**config.mk**
```make
export PLATFORM = sky130hd
export DESIGN_NAME = slave_arbiter
export DESIGN_NICKNAME = d
export VERILOG_FILES = /design/src/rtl/crossbar_pkg.sv /design/src/rtl/rr_pick2.sv /design/src/rtl/slave_arbiter.sv
export SDC_FILE = /design/constraint.sdc
export NUM_CORES = 1
export LEC_CHECK = 0
export ABC_AREA = 0
export ABC_CLOCK_PERIOD_IN_PS = 5300
export BUFFER_PORTS_ARGS = -buffer_cell sky130_fd_sc_hd__buf_2
export CAP_MARGIN = 40
export CORE_ASPECT_RATIO = 0.6
export CORE_UTILIZATION = 51
export DETAILED_ROUTE_END_ITERATION = 12
export GPL_TIMING_DRIVEN = 0
export PLACE_DENSITY = 0.86
export SLEW_MARGIN = 20
export SYNTH_ARGS = -nofsm -noshare
export SYNTH_HDL_FRONTEND = slang
export SYNTH_SLANG_ARGS = --single-unit
export TNS_END_PERCENT = 20
```
**constraint.sdc**
```tcl
create_clock -name clk -period 5.3 [get_ports clk]
set_input_delay 0 -clock clk [delete_from_list [all_inputs] [get_ports clk]]
set_output_delay 0 -clock clk [all_outputs]
set_load 0.02 [all_outputs]
```
**src/rtl/crossbar_pkg.sv**
```systemverilog
// Shared widths and FSM encoding for the two-master slave arbiter.
package crossbar_pkg;
    localparam int ADDR_W = 31;
    localparam int DATA_W = 32;
    localparam int CNT_W  = 8;

    typedef enum logic [1:0] {
        ST_IDLE  = 2'd0,
        ST_GRANT = 2'd1,
        ST_WAIT  = 2'd2,
        ST_RESP  = 2'd3
    } state_t;
endpackage

```
**src/rtl/rr_pick2.sv**
```systemverilog
// Two-way round-robin pick: combinational one-hot grant, no backpressure of its own.
module rr_pick2 (
    input  logic [1:0] req,
    input  logic       ptr,
    output logic [1:0] gnt
);
    always_comb begin
        gnt = req;
        if (req == 2'b11) begin
            gnt = ptr ? 2'b10 : 2'b01;
        end
    end
endmodule

```
**src/rtl/slave_arbiter.sv**
```systemverilog
// Shares one slave between two masters; req->ack is 3 cycles with a one-cycle slave.
// Masters hold req until ack; the slave is given TIMEOUT cycles before an error completion.
module slave_arbiter
    import crossbar_pkg::*;
#(
    parameter int TIMEOUT = 15
) (
    input  logic              clk,
    input  logic              rst_n,
    input  logic              m0_req,
    input  logic              m0_cmd,
    input  logic [ADDR_W-1:0] m0_addr,
    input  logic [DATA_W-1:0] m0_wdata,
    output logic              m0_ack,
    output logic              m0_resp,
    output logic              m0_err,
    output logic [DATA_W-1:0] m0_rdata,
    input  logic              m1_req,
    input  logic              m1_cmd,
    input  logic [ADDR_W-1:0] m1_addr,
    input  logic [DATA_W-1:0] m1_wdata,
    output logic              m1_ack,
    output logic              m1_resp,
    output logic              m1_err,
    output logic [DATA_W-1:0] m1_rdata,
    output logic              s_req,
    output logic              s_cmd,
    output logic [ADDR_W-1:0] s_addr,
    output logic [DATA_W-1:0] s_wdata,
    input  logic              s_ack,
    input  logic              s_resp,
    input  logic [DATA_W-1:0] s_rdata
);
    localparam logic [CNT_W-1:0] TO_LIM = CNT_W'(TIMEOUT);

    state_t            state, state_nxt;
    logic              ptr;
    logic              win;
    logic [CNT_W-1:0]  cnt;
    logic [1:0]        gnt;
    logic              timed_out;
    logic [1:0]        ack_q, resp_q, err_q;
    logic [DATA_W-1:0] rdata_q [2];

    rr_pick2 u_pick (
        .req ({m1_req, m0_req}),
        .ptr (ptr),
        .gnt (gnt)
    );

    assign timed_out = (cnt + CNT_W'(1)) == TO_LIM;

    always_ff @(posedge clk or negedge rst_n) begin
        if (!rst_n) state <= ST_IDLE;
        else        state <= state_nxt;
    end

    always_comb begin
        state_nxt = state;
        case (state)
            ST_IDLE:  if (|gnt) state_nxt = ST_GRANT;
            ST_GRANT: state_nxt = ST_WAIT;
            ST_WAIT:  if (s_ack || timed_out) state_nxt = ST_RESP;
            ST_RESP:  state_nxt = ST_IDLE;
            default:  state_nxt = ST_IDLE;
        endcase
    end

    always_ff @(posedge clk or negedge rst_n) begin
        if (!rst_n) begin
            ptr        <= 1'b0;
            win        <= 1'b0;
            cnt        <= '0;
            s_req      <= 1'b0;
            s_cmd      <= 1'b0;
            s_addr     <= '0;
            s_wdata    <= '0;
            ack_q      <= '0;
            resp_q     <= '0;
            err_q      <= '0;
            rdata_q[0] <= '0;
            rdata_q[1] <= '0;
        end else begin
            case (state)
                ST_IDLE: begin
                    if (|gnt) begin
                        win     <= gnt[1];
                        s_req   <= 1'b1;
                        s_cmd   <= gnt[1] ? m1_cmd   : m0_cmd;
                        s_addr  <= gnt[1] ? m1_addr  : m0_addr;
                        s_wdata <= gnt[1] ? m1_wdata : m0_wdata;
                    end
                end
                ST_GRANT: begin
                    s_req <= 1'b0;
                    cnt   <= '0;
                end
                ST_WAIT: begin
                    if (s_ack) begin
                        ack_q[win]  <= 1'b1;
                        resp_q[win] <= s_resp;
                        err_q[win]  <= 1'b0;
                        if (!s_cmd) rdata_q[win] <= s_rdata;
                    end else begin
                        cnt <= cnt + CNT_W'(1);
                        // Error completion zeroes read data so a stale value is never mistaken for a result.
                        if (timed_out) begin
                            ack_q[win]   <= 1'b1;
                            resp_q[win]  <= 1'b0;
                            err_q[win]   <= 1'b1;
                            rdata_q[win] <= '0;
                        end
                    end
                end
                ST_RESP: begin
                    ack_q  <= '0;
                    resp_q <= '0;
                    err_q  <= '0;
                    ptr    <= ~win;
                end
                default: ;
            endcase
        end
    end

    assign m0_ack   = ack_q[0];
    assign m0_resp  = resp_q[0];
    assign m0_err   = err_q[0];
    assign m0_rdata = rdata_q[0];
    assign m1_ack   = ack_q[1];
    assign m1_resp  = resp_q[1];
    assign m1_err   = err_q[1];
    assign m1_rdata = rdata_q[1];
endmodule

```
# After elaboration in Yosys (flattened, before gate mapping)
# Index checks and enable logic that the tools add are counted.
dict set report totals {
  in_bits 166
  ff_bits 147
}
dict set report classes {
  eq_ne 10
  n_reduce_logical 15
  n_bitwise 9
  n_lt_le_gt_ge 4
  n_mux 30
  add_sub_neg 1
}
# operator count
set ops {}
lappend ops {{64-bit 2-to-1 mux} 3}
lappend ops {{64-bit AND} 1}
lappend ops {{64-bit bitwise mux} 1}
lappend ops {{32-bit 2-to-1 mux} 2}
lappend ops {{64-bit NOT} 1}
lappend ops {{32-bit demux with 1-bit select} 1}
lappend ops {{31-bit 2-to-1 mux} 1}
lappend ops {{2-bit 2-to-1 mux} 10}
lappend ops {{8-bit one-hot mux with 2 select lines} 1}
lappend ops {{2-bit one-hot mux with 2 select lines} 3}
lappend ops {{2-bit AND reduction} 5}
lappend ops {{8-bit by 1-bit adder with 8-bit output, second input constant} 1}
lappend ops {{8-bit by 4-bit == test with 1-bit output, second input constant} 1}
lappend ops {{8-bit 2-to-1 mux} 1}
lappend ops {{2-bit inequality test, second input constant} 4}
lappend ops {{2-bit one-hot mux with 4 select lines} 1}
lappend ops {{2-bit nonzero test} 4}
lappend ops {{2-bit == test, second input constant} 3}
lappend ops {{2-bit AND} 2}
lappend ops {{2-bit bitwise OR} 2}
lappend ops {{1-bit 2-to-1 mux} 3}
lappend ops {{3-bit inequality test, second input constant} 1}
lappend ops {{3-bit AND reduction} 1}
lappend ops {{2-bit bitwise mux} 1}
lappend ops {{14 further kinds} 15}

# Depth between registers and ports, before layout
dict set report logic_depth {
  ltp_word 9
  ltp_mapped 9
  mapped_depth_nobuf 6
}

# By module
# A second synthesis with hierarchy kept.
dict set report hier_totals {
  hier_cells 630
  hier_area_um2 6952.9
}
# mod area_per_inst_um2 instances seq_area_each_um2 cells_each
set by_module_without_submodules {}
lappend by_module_without_submodules {slave_arbiter 6934.2 1 3678.5 627}
lappend by_module_without_submodules {rr_pick2 18.8 1 0.0 3}

# Worst setup path before layout
# Ideal clock, no wire load.
dict set report synth_timing {
  path_kind {register to register}
  from {reg cnt[0]}
  to {reg rdata_q (netlist bit m0_rdata[0])}
  t_required_ns 5.181
  path_slack_ns 2.969
  t_arrival_ns 2.212
  stages_incl_launch_ff 9
  n_path_buf 2
  synth_period_minus_slack_ns 2.331
  path_cell_list {dfrtp_1 -> ha_1 -> xor2_1 -> nand3_1 -> or4b_1 -> buf_2 -> nor4_4 -> buf_6 -> o21ai_2}
}
dict set report synth_between {
  elab_chain_cells 4
}
# element line_no
set synth_rtl {}
lappend synth_rtl {{start, declared} slave_arbiter.sv:39} ;# logic [CNT_W-1:0] cnt;
lappend synth_rtl {{start signal, assigned} slave_arbiter.sv:105} ;# cnt <= cnt + CNT_W'(1);
lappend synth_rtl {{8-bit by 1-bit adder with 8-bit output} slave_arbiter.sv:51} ;# assign timed_out = (cnt + CNT_W'(1)) == TO_LIM;
lappend synth_rtl {{8-bit by 4-bit == test with 1-bit output} slave_arbiter.sv:51}
lappend synth_rtl {{2-bit nonzero test (no source line)} --}
lappend synth_rtl {{3-bit AND reduction (no source line)} --}
lappend synth_rtl {{end signal, assigned by index} slave_arbiter.sv:103} ;# if (!s_cmd) rdata_q[win] <= s_rdata;
lappend synth_rtl {{end, declared} slave_arbiter.sv:43} ;# logic [DATA_W-1:0] rdata_q [2];
# Every way passes these cells.
# A chain may end at the register's enable or synchronous reset.

# Final worst setup path
dict set report layout_timing {
  from {reg ptr}
  to {reg s_addr[16]}
}
dict set report layout_between {
  elab_chain_cells 4
  word_cells_on_any_way 5
  classes_between {mux (3); reduce/logical (2)}
}
# element line_no
set layout_rtl {}
lappend layout_rtl {{start, declared} slave_arbiter.sv:37} ;# logic ptr;
lappend layout_rtl {{start signal, assigned} slave_arbiter.sv:119} ;# ptr <= ~win;
lappend layout_rtl {{2-bit 2-to-1 mux *} rr_pick2.sv:10} ;# gnt = ptr ? 2'b10 : 2'b01;
lappend layout_rtl {{2-bit 2-to-1 mux *} rr_pick2.sv:9} ;# if (req == 2'b11) begin
lappend layout_rtl {{2-bit OR reduction} slave_arbiter.sv:86} ;# if (|gnt) begin
lappend layout_rtl {{2-bit AND reduction (no source line)} --}
lappend layout_rtl {{end signal, assigned} slave_arbiter.sv:90} ;# s_addr <= gnt[1] ? m1_addr : m0_addr;
lappend layout_rtl {{end, declared} slave_arbiter.sv:28} ;# output logic [ADDR_W-1:0] s_addr,
# Every way passes the cells marked *; elsewhere a longest branch is shown, timed or not.

==> metrics.cfg <==
[route]
viasPerCell = 5.66
drt_first_pass_iters = 5
wl_per_cell_um = 19.7
drt-total-wl_um = 26700
drc = 0
vias = 7695
drt_iter0_drc = 581
drtAntennaViolNets = 0

[worst_hold_path]
hp-class = primary input to flip-flop

[status]
run_status = finished, final reports clean

[sta]
fin_worst_skew_ns = 0.0163
finalHoldViolations = 0
max_slew_margin = 0.450
whs_ns = 0.0222
max_freq_mhz = 333
setup_viol = 0
drv_slew = 0
fin_crit_ns = 3.01
grt_setup_unrepaired = no
fin_tns_setup_ns = 0
finalCritPeriodShare = 0.567
tightest_slew_ns = 0.813

[power_and_ir_drop]
vdd_drop_max_uv = 305
swShare = 0.447
seqPwrFrac = 0.339
power_leakage_nw = 5.50
pwr-share-comb = 0.452
internal_power_mw = 3.21
power_density_nw_per_um2 = 544
clkPwrFrac = 0.209
power_mw = 5.81
p_sw_mw = 2.59

[worst_setup_path]
worstPathArrival_ns = 3.30
worstPathMaxFanout = 10
crit_type = flip-flop to flip-flop
endpoint_kind = flip-flop
critPathRequiredTime_ns = 5.59
cp-start-kind = flip-flop

[clock_network]
cts.htree.levels = 4
clock_path_buffers = 2
path_clk_slew_ns = 0.06
root_buffer = clkbuf_16
clock_sinks = 147
numCtsBuffers = 17
cts_tree = done
clk_latency_ns = 0.42

[job]
drv_cap = 0

[floorplan]
start_util = 0.523
fp.dieW_um = 150
dieArea_sq_um = 13600
core-area_sq_um = 12800
io_pins = 301
die-height_um = 90.8
rows = 32

[global_routing]
track_usage = 0.401
antenna_found_initial = 1
grt_pass1_vias = 7888
grt.overflow.total = 0
grt_start_max_net_pins = 95
grt_pass1_wl_um = 41100

[yosys]
syn_area_sq_um = 6700
postSynthCellCount = 692
synth_nets = 865
ys_ff_latch = 147
ys_types = 37
ys_warn_count = 0
syn_avg_cell_area_sq_um = 9.68
ys_seq_area_frac = 0.549

[cells_and_area]
final_cell_mix = buf_2 (304), nand2_1 (210), dlygate4sd3_1 (164), dfrtp_1 (147), o21ai_0 (85)
syn_to_final_growth_pct = 59.5
drive_above_1_share = 0.315
layout_commonest_cell = buf_2
multiInputGateArea_sq_um = 2800
fin_nets = 1349
n_fill_cell = 718
seq_area_sq_um = 3680

[place]
portBuffers = 300
hpwl_um = 14800
routabilityCongestion = 0.906

Yosys cell counts (all sizes together):
master	number	area share
a21oi	7	0.0052
a21o	2	0.0022
inv	7	0.0039
clkbuf	32	0.018
nand2	210	0.12
a22o	1	0.0013
nand3	9	0.0075
o21bai	1	0.0011
o41ai	1	0.0013
o21ai	145	0.13
xnor2	1	0.0013
dfrtp	147	0.55
a211oi	1	0.0011
or4b	1	0.0015
nor2	13	0.0073
xor2	3	0.0039
nor4b	1	0.0013
nand4	1	0.00093
mux2i	66	0.099
ha	7	0.013
o21a	1	0.0011
nor4	1	0.0032
nand2b	3	0.0028
nor3	4	0.0045
or3	1	0.00093
o211ai	5	0.0056
nor3b	1	0.0011
buf	13	0.012
nand3b	2	0.0022
o2bb2ai	2	0.0026
nor2b	3	0.0028
layout make-up:
class | instances | area share
Sequential cell | 147 | 0.344
Timing Repair Buffer | 465 | 0.298
Multi-Input combinational cell | 493 | 0.262
Clock buffer | 19 | 0.0424
Tap cell | 170 | 0.0199
Buffer | 45 | 0.0185
Clock inverter | 13 | 0.0131
Inverter | 7 | 0.00246
Antenna cell | 1 | 0.000234
flip-flops by register name, indices dropped and copies added, names as in the netlist:
register / count
s_wdata: 32
m1_rdata: 32
s_req: 1
s_cmd: 1
ptr: 1
s_addr: 31
resp_q: 2
m0_rdata: 32
err_q: 2
win: 1
state: 2
cnt: 8
ack_q: 2
per-stage QoR:
stage	area [sq um]	cells	util	setup WS, ns
floorplan	6700	692	-	2.97
global placement	8410	1162	0.657	2.13
detailed placement	8450	1163	0.660	2.64
CTS	10700	1359	0.834	2.40
global route	10700	1360	0.834	2.12
finish	10700	1360	0.834	2.29
metal layers:
metal	track usage	wire length, um	vias to the layer above
li1	-	-	3312
met1	0.484	10200	3687
met2	0.648	12800	529
met3	0.0919	2070	167
met4	0.260	1650	0
met5	0	0	-
worst paths after layout:
kind | from | end | slack (ns) | cells after the start
min reg2reg | s_wdata[2] | s_wdata[2] | 0.48 | 2
min | s_resp | resp_q[1] | 0.02 | 5
min in group asynchronous | rst_n | s_wdata[4] | 0.09 | 2
max | ptr | s_addr[16] | 2.29 | 6
max in group asynchronous | rst_n | m1_rdata[8] | 4.41 | 3
max reg2reg | ptr | s_addr[16] | 2.29 | 6
worst max-delay path, stage by stage, from the launching register on:
cell	delay (ns)
dfrtp_1	0.37
o21ai_0	0.25
clkbuf_1	0.57
buf_1	0.63
mux2i_1	0.19
dlygate4sd3_1	0.60
o21ai_0	0.26
cells by family (layout without fill, tap and decap cells):
| kind of cell | after synthesis | count (layout) | share of synthesized area |
|---|---|---|---|
| and+or+nand+nor | 250 | 250 | 0.154 |
| AOI/OAI and AO/OA | 166 | 166 | 0.147 |
| DFF | 147 | 147 | 0.549 |
| muxes | 66 | 66 | 0.0986 |
| buffers and inverters | 52 | 549 | 0.0334 |
| adders and majority gates | 7 | 7 | 0.0131 |
| xor gates and xnor gates | 4 | 4 | 0.00523 |
| other | 0 | 1 | 0 |
power groups by stage:
stage | Combinational (mW) | Clock (mW) | Sequential, mW
6_report | 2.63 | 1.21 | 1.97
2_1_floorplan | 0.843 | 0 | 2.49
5_1_grt | 2.79 | 1.27 | 2.00
3_3_place_gp | 2.25 | 0 | 1.89
3_5_place_dp | 2.33 | 0 | 1.91
4_1_cts | 2.48 | 1.22 | 1.90
repair_timing:
| item | CTS | global route |
|---|---|---|
| hold endpoints to repair | 277 | 0 |
| hold buffers | 164 | 0 |
| setup endpoints to repair | 0 | 0 |
| setup buffers | 0 | 0 |
| gates resized for setup | 0 | 0 |
Power figures use the tool's default switching activity.
